==> config.mk <==
export PLATFORM = sky130hd
export DESIGN_NAME = uart_tx_feeder
export DESIGN_NICKNAME = d
export VERILOG_FILES = /design/src/rtl/uart_pkg.sv /design/src/rtl/uart_fifo_mem.sv /design/src/rtl/uart_tx_feeder.sv
export SDC_FILE = /design/constraint.sdc
export NUM_CORES = 1
export LEC_CHECK = 0
export BUFFER_PORTS_ARGS = -buffer_cell sky130_fd_sc_hd__buf_4
export CORE_ASPECT_RATIO = 1.4
export CORE_MARGIN = 8
export CORE_UTILIZATION = 65
export DETAILED_ROUTE_END_ITERATION = 8
export GPL_TIMING_DRIVEN = 0
export PLACE_DENSITY = 0.89
export SKIP_CTS_REPAIR_TIMING = 1
export SLEW_MARGIN = 15
export SYNTH_ARGS = -nofsm -noshare
export SYNTH_HDL_FRONTEND = slang
export SYNTH_SLANG_ARGS = --single-unit
==> constraint.sdc <==
create_clock -name clk -period 6.1 [get_ports clk]
set_clock_uncertainty 0.15 [all_clocks]
set_input_delay 0.915 -clock clk [delete_from_list [all_inputs] [get_ports clk]]
set_output_delay 0.915 -clock clk [all_outputs]
set_load 0.05 [all_outputs]
==> src/rtl/uart_pkg.sv <==
// Shared UART definitions: byte width and the transmit-feeder issue-state encoding.
package uart_pkg;

  localparam int unsigned UART_BYTE_W = 8;

  typedef enum logic [1:0] {
    IDLE,
    PRESENT,
    HOLD
  } feeder_state_e;

endpackage

==> src/rtl/uart_fifo_mem.sv <==
// DEPTH x byte register array: synchronous write port, asynchronous read at rd_ptr.
module uart_fifo_mem
  import uart_pkg::*;
#(
  parameter int unsigned DEPTH = 16,
  parameter int unsigned AW    = 4
) (
  input  logic                   clk,
  input  logic                   wr_en,
  input  logic [AW-1:0]          wr_ptr,
  input  logic [UART_BYTE_W-1:0] wr_dat,
  input  logic [AW-1:0]          rd_ptr,
  output logic [UART_BYTE_W-1:0] rd_dat
);

  // Storage is intentionally not reset; occupancy is tracked by the owner.
  logic [UART_BYTE_W-1:0] mem [DEPTH];

  always_ff @(posedge clk) begin
    if (wr_en) begin
      mem[wr_ptr] <= wr_dat;
    end
  end

  assign rd_dat = mem[rd_ptr];

endmodule

==> src/rtl/uart_tx_feeder.sv <==
// Byte FIFO and issue FSM feeding the UART transmitter's vld/dat/bsy handshake.
// Optional sticky overflow flag enabled by defining UART_TX_FEEDER_OVF_EN.
module uart_tx_feeder
  import uart_pkg::*;
#(
  parameter int unsigned DEPTH = 16,
  parameter int unsigned AW    = 4
) (
  input  logic                   clk,
  input  logic                   rstn,
  input  logic                   wr_vld,
  input  logic [UART_BYTE_W-1:0] wr_dat,
  output logic                   wr_rdy,
  output logic                   tx_vld,
  output logic [UART_BYTE_W-1:0] tx_dat,
  input  logic                   tx_bsy,
  output logic [AW:0]            count,
  output logic                   empty,
  output logic                   full,
  output logic                   ovf,
  input  logic                   ovf_clr
);

  localparam logic [AW:0] FULL_CNT = (AW+1)'(DEPTH);

  feeder_state_e state;
  logic [AW-1:0] wr_ptr;
  logic [AW-1:0] rd_ptr;
  logic [AW:0]   count_nxt;
  logic          push;
  logic          handoff;

  assign full    = (count == FULL_CNT);
  assign empty   = (count == '0);
  assign wr_rdy  = ~full;
  assign push    = wr_vld & wr_rdy;
  assign handoff = tx_vld & ~tx_bsy;

  always_comb begin
    count_nxt = count;
    if (push && !handoff) begin
      count_nxt = count + 1'b1;
    end else if (!push && handoff) begin
      count_nxt = count - 1'b1;
    end
  end

  uart_fifo_mem #(
    .DEPTH (DEPTH),
    .AW    (AW)
  ) u_mem (
    .clk    (clk),
    .wr_en  (push & rstn),
    .wr_ptr (wr_ptr),
    .wr_dat (wr_dat),
    .rd_ptr (rd_ptr),
    .rd_dat (tx_dat)
  );

  always_ff @(posedge clk) begin
    if (!rstn) begin
      wr_ptr <= '0;
      rd_ptr <= '0;
      count  <= '0;
    end else begin
      if (push) begin
        wr_ptr <= wr_ptr + 1'b1;
      end
      if (handoff) begin
        rd_ptr <= rd_ptr + 1'b1;
      end
      count <= count_nxt;
    end
  end

  // HOLD covers the transmitter's registered bsy so a byte is never offered twice.
  always_ff @(posedge clk) begin
    if (!rstn) begin
      state  <= IDLE;
      tx_vld <= 1'b0;
    end else begin
      case (state)
        IDLE: begin
          if (count != '0 || push) begin
            state  <= PRESENT;
            tx_vld <= 1'b1;
          end
        end
        PRESENT: begin
          if (handoff) begin
            state  <= HOLD;
            tx_vld <= 1'b0;
          end
        end
        HOLD: begin
          if (count_nxt != '0) begin
            state  <= PRESENT;
            tx_vld <= 1'b1;
          end else begin
            state  <= IDLE;
            tx_vld <= 1'b0;
          end
        end
        default: begin
          state  <= IDLE;
          tx_vld <= 1'b0;
        end
      endcase
    end
  end

`ifdef UART_TX_FEEDER_OVF_EN
  always_ff @(posedge clk) begin
    if (!rstn) begin
      ovf <= 1'b0;
    end else if (wr_vld && full) begin
      ovf <= 1'b1;
    end else if (ovf_clr) begin
      ovf <= 1'b0;
    end
  end
`else
  logic unused_ovf_clr;
  assign unused_ovf_clr = ovf_clr;
  assign ovf            = 1'b0;
`endif

endmodule

==> results of run 1 <==
-- stage by stage --
stage / setup slack [ns] / total power, W / instance area (µm²) / hold WS, ns
finish: 2.26 / 0.00270 / 6900 / 0.370
detailed placement: 2.73 / 0.00160 / 6270 / 0.353
global route: 2.15 / 0.00277 / 6900 / 0.395
floorplan: 3.07 / 0.00148 / 5940 / 0.316
CTS: 2.21 / 0.00271 / 6900 / 0.361
global placement: 2.75 / 0.00158 / 6270 / 0.342
-- synth_stat cells (2+ instances only) --
cell,number,share of area
sky130_fd_sc_hd__and2_1,3,0.0032
sky130_fd_sc_hd__a31oi_1,2,0.0021
sky130_fd_sc_hd__ha_1,7,0.015
sky130_fd_sc_hd__xnor2_1,4,0.0059
sky130_fd_sc_hd__nor3b_1,2,0.0025
sky130_fd_sc_hd__edfxtp_1,128,0.65
sky130_fd_sc_hd__nor3_1,4,0.0034
sky130_fd_sc_hd__nand4_1,2,0.0021
sky130_fd_sc_hd__nand2_1,15,0.0095
sky130_fd_sc_hd__clkbuf_1,5,0.0032
sky130_fd_sc_hd__xor2_1,4,0.0059
sky130_fd_sc_hd__buf_6,4,0.0076
sky130_fd_sc_hd__nor2_1,29,0.018
sky130_fd_sc_hd__dfxtp_1,20,0.067
sky130_fd_sc_hd__buf_2,5,0.0042
sky130_fd_sc_hd__nand3b_1,3,0.0038
sky130_fd_sc_hd__inv_1,7,0.0044
sky130_fd_sc_hd__buf_1,2,0.0013
sky130_fd_sc_hd__a21oi_1,5,0.0042
sky130_fd_sc_hd__o21ai_1,2,0.0017
sky130_fd_sc_hd__nand3_1,4,0.0034
sky130_fd_sc_hd__o21ai_0,3,0.0025
sky130_fd_sc_hd__mux4_2,40,0.15
-- critical path: cells and delay by family (launching register included) --
kind | cells | cell delay, ns
buffers and inverters | 3 | 0.92
muxes | 2 | 1.12
DFF | 1 | 0.31
-- layout make-up --
class,count,area [µm²]
flip-flops and latches,148,4240
fillers,474,2070
multi-input cells,147,1570
clock buffers,17,425
clock inverters,14,209
repair buffers,26,195
well taps,107,134
plain buffers,17,104
inverters,7,26.3
-- metal layers --
layer | GRT usage | vias to the layer above | part of all wire | routed length (µm)
met2 | 0.371 | 138 | 0.55 | 6870
met5 | 0 | - | 0 | 0
met3 | 0.0570 | 26 | 0.056 | 690
li1 | - | 1350 | - | -
met4 | 0.138 | 0 | 0.039 | 485
met1 | 0.211 | 1569 | 0.35 | 4360
-- state kept, by name (all words and copies together) (netlist names), named ones only --
name / flops
count: 5
rd_ptr: 4
u_mem.mem: 128
tx_vld: 1
wr_ptr: 4
state: 2
-- worst max-delay path by stage --
stage,end,slack [ns],depth (start not counted)
final,tx_dat[0],2.26,5
after global routing,tx_dat[1],2.15,5
after global placement,tx_dat[0],2.75,5
after detailed placement,tx_dat[0],2.73,5
after floorplan,tx_dat[0],3.07,4
after CTS,tx_dat[1],2.21,5
-- where the power goes --
part | total [W] | leakage (nW) | internal [W] | switching (W)
clock | 0.00112 | 0.303 | 0.000721 | 0.000399
sequential | 0.00115 | 1.32 | 0.00113 | 0.0000267
combinational | 0.000425 | 0.646 | 0.000170 | 0.000255
-- cells by family after synthesis --
group                      Yosys count
DFF                                148
and+or+nand+nor                     71
muxes                               40
buffers and inverters               24
AOI/OAI and AO/OA                   19
adders and majority gates            8
xor gates and xnor gates             8
other                                1
==> results list, run 1 <==
- Outcome: complete, no violations
* Area growth from synthesis to final layout: 16.2%
- The number of placed instances, taps included, is 452.
- Initial core utilization: 0.662
* Total clock buffers created by CTS: 17
- In this run the most critical hold path is launched from state[0].
* Period utilization: 0.629
* Leftover overflow at the end of global routing: 0
- Standard-cell row count: 41
- Clock-pin slew was measured on the worst setup and hold paths at roughly 0.060 ns.
* Arrival time at the worst endpoint: 2.77 ns
- Of the total synthesized cell area, the portion taken by AND, OR, NAND and NOR gates is 0.0619.
- Average wire length per cell after detail routing: 25.7 µm
- Class of the tightest hold or removal check: reg2reg
* Post-synthesis sequential area ratio: 0.715
- Clock tree from TritonCTS: done
- Counting stages on the worst path, the most repeated cell is sky130_fd_sc_hd__mux4_2.
- Among all flip-flop cells after synthesis, the most frequent one is sky130_fd_sc_hd__edfxtp_1.
- Max-slew violations: 0
- The worst setup path is captured at an output port.
* Leading cell types in the layout, fill and taps excluded: 128 x sky130_fd_sc_hd__edfxtp_1, 40 x sky130_fd_sc_hd__mux4_2, 29 x sky130_fd_sc_hd__nor2_1
- Aggregate negative setup slack: 0 ns
- After detailed routing, the number of vias per cell comes to 6.38.
- CP Max Fanout: 10
- List of cells traversed by the critical path: clkbuf_1, buf_2, mux4_2, mux4_2, buf_4
* Dominant combinational cell family by area after synthesis: multiplexers
* Maximum level of the CTS H-tree: 4
- R2R Setup Slk: ~3.3 ns
- After the first detailed-routing iteration, the DRC count stood at approximately 190.
- After synthesis, the netlist uses 42 different library cells.
- Adder and majority gate portion of the synthesized area: 0.0166
- Measured on the finished design, the core utilization comes to 0.769.
* Post-route antenna net violation count: 0
* Startpoint types: flop
- Critical path class: reg2out
- For the pin with the worst max-slew slack, the measured transition is roughly 1.0 ns.
- The number of global-route vias before repair came to between 3,000 and 4,000.
- For this run, the total global-route usage over all layers was measured as 0.209.
- Summed over all layers, the routed wires come to 12.4 mm.
- The largest individual stage delay along the critical path comes from the cell sky130_fd_sc_hd__mux4_2.
- The first global-routing pass estimated approximately 19 mm of wire.
* Final hold violations: 0
* Number of flip-flops and latches in the synthesized netlist: around 150
* Synthesis Warnings: 0
- Worst rel slew slack: 0.331
- In this run the power density over the cells is 391 nW/µm².
* Most frequent standard cell in the layout excluding fill and tap cells: sky130_fd_sc_hd__edfxtp_1
* Total die area: 12,500 µm²
- Number of sinks on the clock net: 148
* Input/output buffers: 26
- Detailed placement finished with a half-perimeter wire length of roughly 8 mm.
* Area of the mapped netlist: 5940 µm²
* Number of nets produced by synthesis: 339
- The worst path needs 3.84 ns of the cycle, external delays included.
- Synthesized netlist cell count: 319
- After the flow finishes, the layout carries non-filler instances totaling 483.
- The worst register-to-register path begins at count[0].
- For hold timing, the worst endpoint is state[1].
- FMAX: 261 MHz
- Total of endpoints with negative setup slack in the final report: 0
* Slowest cell delay on critical path: 0.61 ns
- Post-synth EDFFs: between 100 and 150
- In the final design database the tool counted 384 nets.
- For this run, asynchronously set or reset flops after synthesis account for 0.
- Die boundary height: between 100 and 150 µm
* Mux share of post-synthesis cell area: 0.152
- The endpoint identified for the worst register-to-register timing path is u_mem.mem[0][3].
* Antenna cells: 0
- The worst-case IR drop observed on VDD is 0.304 mV.
- Max-cap violations in this run came to 0.
* Avg Inst Size Synth: between 15 and 20 µm²
* Pre-antenna DRT Iters: 4
- Layout cell share with drive strength beyond 1: 0.301
- Pin count of the biggest net entering global routing: 17
* Leakage power figure: 2.26 nW
- The number of antenna violations at the first check in global routing came to 0.
* Clock latency on the worst-skew pair: 0.42 ns
- Complex-gate fraction of the synthesized area: 0.0209
* RD Place Congestion: 0.784
* Instance count along the most critical hold path: 2
- Die W: 96.8 µm
* Standard cell core area: 8980 µm²
- The clock passes through at most 2 buffers.
* RSZ-0062 raised after global routing: no
* Data required, critical path: 5.03 ns
- During I/O placement, the number of pins put on the boundary was 31.
- Vias: just over 3,000
- Drc violations: 0
- Root cell of the clock tree: sky130_fd_sc_hd__clkbuf_16
- Share of the synthesized netlist area taken by xor and xnor gates: 0.0118
* Cell count of the worst reg-to-reg path: 8
Note: power is estimated with default switching activity, not from simulation.
==> inputs of run 2 (changes only) <==
- CORE_UTILIZATION: 65 -> 60
- PLACE_DENSITY: 0.89 -> 0.83
- clock period: 6.1 -> 3.7 ns (I/O delays scaled with it)
==> run 2 against run 1 <==
  * Combinational power is 66% higher
  * Clock-buffer cell count increased by 5
  * Critical path type unchanged
  * Design area shrank 0.16%
  * Wire length is 1.1% lower
  * Sequential power rose by 65%
  * First-iteration DRC count grew 42%
  * Non-clock buffer count is the same
  * Largest cell class unchanged
==> results list, run 2 (synthesized netlist as in run 1, its figures left out) <==
* Leading cell types in the layout, fill and taps excluded: 128 x sky130_fd_sc_hd__edfxtp_1, 40 x sky130_fd_sc_hd__mux4_2, 29 x sky130_fd_sc_hd__nor2_1
- Final design utilization: 0.704
- Max-slew violations: 0
* Initial core utilization: 0.607
- Standard cell core area: slightly below 10,000 µm²
- Pin count of the biggest net entering global routing: 17
* Register area: 4240 µm²
- In this run the worst path has a maximum fanout of 10.
- Data arrives at the worst endpoint at 2.74 ns.
* Standard-cell row count: 43
- For this run, design rule violations remaining after detail routing come to 0.
- CTS placed an instance of sky130_fd_sc_hd__clkbuf_16 at the clock tree root.
- Total clock buffers created by CTS: 17
- Buffer depth of the longest clock path: 2
- The register with the most flip-flops in the layout has 128 of them.
- Summed over all nets, the half-perimeter wirelength after detailed placement is 7.97 mm.
- Data required, critical path: approximately 3.0 ns
* Average wire length per cell after detail routing: about 24 µm
- Fillers: 615
* Final net count: 384
* Number of global-route vias before repair: 3,307
* Initial antenna violation count: 0
- Total die area: 13,400 µm²
* Antenna cells: 0
- Final hold violations: 0
- Transition at the pin with the smallest max-transition slack: 0.881 ns
- After clock tree synthesis, the clock-pin slew on the worst setup and hold paths is roughly 0.06 ns.
* Most frequent standard cell in the layout excluding fill and tap cells: sky130_fd_sc_hd__edfxtp_1
- At the end of routability-driven placement, the weighted congestion stood at 0.784.
- Regs by FF count: u_mem.mem x128, count x5
- Worst hold slack after final layout: 0.256 ns
* Wire length of the first global-routing pass: 19.0 mm
- Clock latency on the worst-skew pair: 0.41 ns
* Pre-antenna DRT Iters: 4
- The area growth from synthesis to layout is 16.0%.
* Total of endpoints with negative setup slack in the final report: 0
- For this block, the routed nets add up to 12.3 mm of wire.
- The critical path in this run is classified as reg2out.
- STA classifies the critical path endpoint as an output port.
* Via density per instance: 6.12
- TritonCTS built the clock tree.
- The worst-case IR drop observed on VDD is about 0.42 mV.
- Die boundary height: 134 µm
- Die W: 100 µm
* Layout cell share with drive strength beyond 1: 0.294
- Adding up every negative setup slack in the final design gives 0 ns.
* Worst rel slew slack: 0.410
* Startpoint types: flop
* GRT Overall Usage: 0.197
* Maximum level of the CTS H-tree: 4
* Count of max-cap constraint violations: 0
* Pwr per Cell Area: 625 nW/µm²
- Summing internal, switching and leakage power gives 0.00430 W.
- Area used by multi-input combinational logic: ~1600 µm²
* Vias: ~3,100
- I/O Pins: 31
- Cell area after layout: 6890 µm²
- For this run the aggregate overflow at the end of global routing stands at 0.
- Once detail routing completed, the nets flagged for antenna violations numbered 0.
- Period utilization: 0.931
- After the first detailed-routing iteration, the DRC count stood at 276.
- For flop-to-flop paths, the worst setup slack is 1.02 ns.
- Outcome: complete, no violations
- The worst path needs 3.45 ns of the cycle, external delays included.
- RSZ-0062 raised after global routing: no
* Instance area at placement: 6300 µm²
* Class of the tightest hold or removal check: in2reg
* Most flop-heavy register: u_mem.mem
- Number of sinks on the clock net: 148
- In this run the static leakage power is 2.25 nW.
- FMAX: around 290 MHz
* Input/output buffers: 26
[run 2: cell count changes in the layout (fill, tap and decap cells not counted), sizes merged]
cell / change
clkinvlp: -1
clkbuf: +5
bufinv: -2
inv: -1
[run 2: report_power, final]
part           leakage [nW]  internal, W  switching (W)
registers              1.32      0.00186      0.0000418
logic                 0.646     0.000281       0.000423
clock network         0.284      0.00107       0.000628
total                  2.25      0.00321        0.00109
[run 2: metal layers]
layer | track usage | up-vias | share of wire
li1 | - | 1350 | -
met5 | 0 | - | 0
met1 | 0.225 | 1615 | 0.39
met4 | 0.0945 | 0 | 0.028
met2 | 0.335 | 142 | 0.53
met3 | 0.0517 | 24 | 0.053
[run 2: stage by stage]
step	cells	setup slack [ns]
detailed placement	480	0.677
global route	512	0.106
CTS	512	0.190
finish	512	0.254
floorplan	319	1.02
global placement	480	0.678
[run 2: worst max-delay path, stage by stage, from the launching register on]
cell                       delay (ns)
sky130_fd_sc_hd__dfxtp_1         0.30
sky130_fd_sc_hd__clkbuf_1        0.30
sky130_fd_sc_hd__buf_2           0.41
sky130_fd_sc_hd__mux4_2          0.62
sky130_fd_sc_hd__mux4_2          0.48
sky130_fd_sc_hd__buf_4           0.21
[run 2: area by class of cell]
cell class,count,area share
Sequential cell,148,0.616
Multi-Input combinational cell,147,0.227
Clock buffer,22,0.0659
Timing Repair Buffer,26,0.0283
Tap cell,135,0.0245
Clock inverter,10,0.0194
Buffer,17,0.0151
Inverter,7,0.00381
[run 2: path summary, 6_finish.rpt]
path                            depth (start not counted)  startpoint         endpoint
worst max-delay path                                    5        flop        tx_dat[2]
worst min-delay path                                    2        rstn         count[1]
worst max register to register                          8    count[0]  u_mem.mem[0][4]
worst min register to register                          2   wr_ptr[1]        wr_ptr[1]
==> inputs of run 3 (changes only) <==
- clock period: 3.7 -> 3.2 ns (I/O delays scaled with it)
==> run 3 against run 2 <==
  * Setup slack worse by 0.082 ns
  * Clock power is 16% higher
  * Sequential share of layout area down 0.093 points
  * Non-clock buffer count shrank 1
  * Clock-buffer cell count stayed put
  * Via count shrank 0.83%
  * Sequential power up 16%
  * Flip-flop and latch count unchanged
  * Final cell count fell by 0.20%
  * First-iteration DRC count decreased by 2.5%
  * Largest cell class unchanged
==> results list, run 3 (synthesized netlist as in run 1, its figures left out) <==
* Leftover overflow at the end of global routing: 0
* Final net count: around 380
* Leakage power figure: 2.26 nW
- VDD sags by at most 0.477 mV.
- Transition at the pin with the smallest max-transition slack: 0.864 ns
- Final worst path period need: 3.03 ns
- Setup violations remaining at the end of the flow were counted as 0.
- Reg-to-reg critical path endpoint: u_mem.mem[3][7]
* Data required, critical path: 2.57 ns
- Entering global routing, the biggest net connects 17 pins.
* Period utilization: 0.946
- Pwr per Cell Area: 722 nW/µm²
* Regs by FF count: u_mem.mem x128, count x5
- FMAX: 330 MHz
* Startpoint types: flop
* Area growth from synthesis to final layout: 16.2%
- Register clock-pin slew on the reported worst setup and hold paths: 0.06 ns
- DR iter-0 viols: 269
- Cell count along the critical path: 4
- Clock tree from TritonCTS: done
- Root cell of the clock tree: sky130_fd_sc_hd__clkbuf_16
* Final hold violations: 0
* Standard-cell row count: 43
- Counting every sink on the clock net gives 148.
- RD Place Congestion: between 0.7 and 0.8
* Initial antenna violation count: 0
- Top cell family by delay on the critical path: multiplexers
* R2R Setup Slk: 0.52 ns
- 31 I/O pins were placed.
* Buffer depth of the longest clock path: 2
* Leading cell types in the layout, fill and taps excluded: 128 x sky130_fd_sc_hd__edfxtp_1, 40 x sky130_fd_sc_hd__mux4_2, 29 x sky130_fd_sc_hd__buf_4, 29 x sky130_fd_sc_hd__nor2_1, 19 x sky130_fd_sc_hd__dfxtp_1
- Wire length of the first global-routing pass: 19.0 mm
- Antenna cells: 0
- Max-slew violations: 0
* Critical Path End: tx_dat[2]
- Fillers: 614
- Die boundary height: 134 µm
* Slowest cell delay on critical path: roughly 0.59 ns
* Slowest CP cell: sky130_fd_sc_hd__mux4_2
- The die is 100 µm wide.
- Initial core utilization: 0.607
- Input/output buffers: 26
- Vias: ~3,100
* RSZ-0062 raised after global routing: no
- GRT Overall Usage: 0.197
- Detailed placer's ending HPWL: 7.97 mm
- At the worst endpoint, the arrival time is around 2.4 ns.
- The core region is 9790 µm².
- Worst rel slew slack: 0.422
- List of cells traversed by the critical path: buf_4, mux4_2, mux4_2, buf_4
- The number of global-route vias before repair was 3,307.
- In this run the critical register-to-register path is launched from count[0].
* Pre-antenna DRT Iters: 5
- TritonCTS created 17 clock buffers.
- Of all nets on the critical path, the largest fanout is 10.
* Aggregate negative setup slack: 0 ns
- After detailed routing, the average wire length per cell comes to roughly 24 µm.
- The die covers between 10,000 and 15,000 µm².
- The critical path is of the reg2out type.
- Flip-flop count of the largest register after layout: 128
- The number of buffers and inverters on the critical path is 2.
- More flip-flops sit in one register than any other, and that register is u_mem.mem.
- Prior to clock tree synthesis, the placed netlist has a worst setup slack of ~0.25 ns.
- Outcome: complete, no violations
- Via density per instance: 6.08
- After layout, the worst setup slack is 0.172 ns.
- The worst setup path is captured at an output port.
- Post-route antenna net violation count: 0
- The worst register-to-register path has a depth of 8.
- Drc violations: 0
- Total wirelength of the detailed-routed design: 12.2 mm
* Class of the tightest hold or removal check: in2reg
- Most frequent standard cell in the layout excluding fill and tap cells: sky130_fd_sc_hd__edfxtp_1
* Clock latency on the worst-skew pair: about 0.41 ns
* Maximum level of the CTS H-tree: 4
- Count of max-cap constraint violations: 0
* Layout cell share with drive strength beyond 1: 0.306
==> run 3: changes by cell type in the layout (fill, tap and decap cells not counted) <==
cell	change
sky130_fd_sc_hd__dfxtp_1	-1
sky130_fd_sc_hd__clkbuf_1	-4
sky130_fd_sc_hd__buf_6	+1
sky130_fd_sc_hd__dfxtp_2	+1
sky130_fd_sc_hd__buf_4	+2
sky130_fd_sc_hd__buf_2	-3
sky130_fd_sc_hd__clkbuf_2	+3
==> run 3: layer usage <==
layer / global-route usage / vias to the layer above / routed length, µm
met4: 0.0945 / 0 / 346
met2: 0.335 / 145 / 6530
met3: 0.0517 / 23 / 784
li1: - / 1349 / -
met5: 0 / - / 0
met1: 0.225 / 1588 / 4520
==> run 3: where the power goes <==
part           internal [W]  switching (W)  total [W]
clock network       0.00124       0.000727    0.00197
registers           0.00215      0.0000547    0.00220
logic              0.000331       0.000484   0.000815
total               0.00372        0.00127    0.00499
==> run 3: worst min-delay path by stage <==
| stage | startpoint | cells past startpoint | slack [ns] | endpoint |
|---|---|---|---|---|
| floorplan | rd_ptr[1] | 2 | 0.32 | flop |
| global placement | state[0] | 2 | 0.34 | state[1] |
| detailed placement | rd_ptr[1] | 2 | 0.35 | flop |
| CTS | rstn | 2 | 0.16 | count[1] |
| global route | rstn | 2 | 0.18 | count[1] |
| finish | rstn | 2 | 0.18 | count[1] |
==> run 3: final cells by class <==
cell class                 instances  area, µm²  area share
multi-input combinational        147       1570       0.227
clock inverter                    10        134      0.0194
clock buffer                      22        454      0.0658
inverter                           7       26.3     0.00381
sequential                       148       4250       0.615
timing repair buffer              26        195      0.0283
buffer                            16        115      0.0167
tap                              135        169      0.0245
==> run 3: per-stage QoR <==
stage	total power [W]	hold WS, ns	util	instances	area [µm²]
6_report	0.00499	0.178	0.705	511	6900
5_1_grt	0.00515	0.175	0.705	511	6900
3_3_place_gp	0.00303	0.338	0.644	480	6300
2_1_floorplan	0.00282	0.316	-	319	5940
4_1_cts	0.00500	0.164	0.704	512	6890
3_5_place_dp	0.00305	0.346	0.644	480	6300
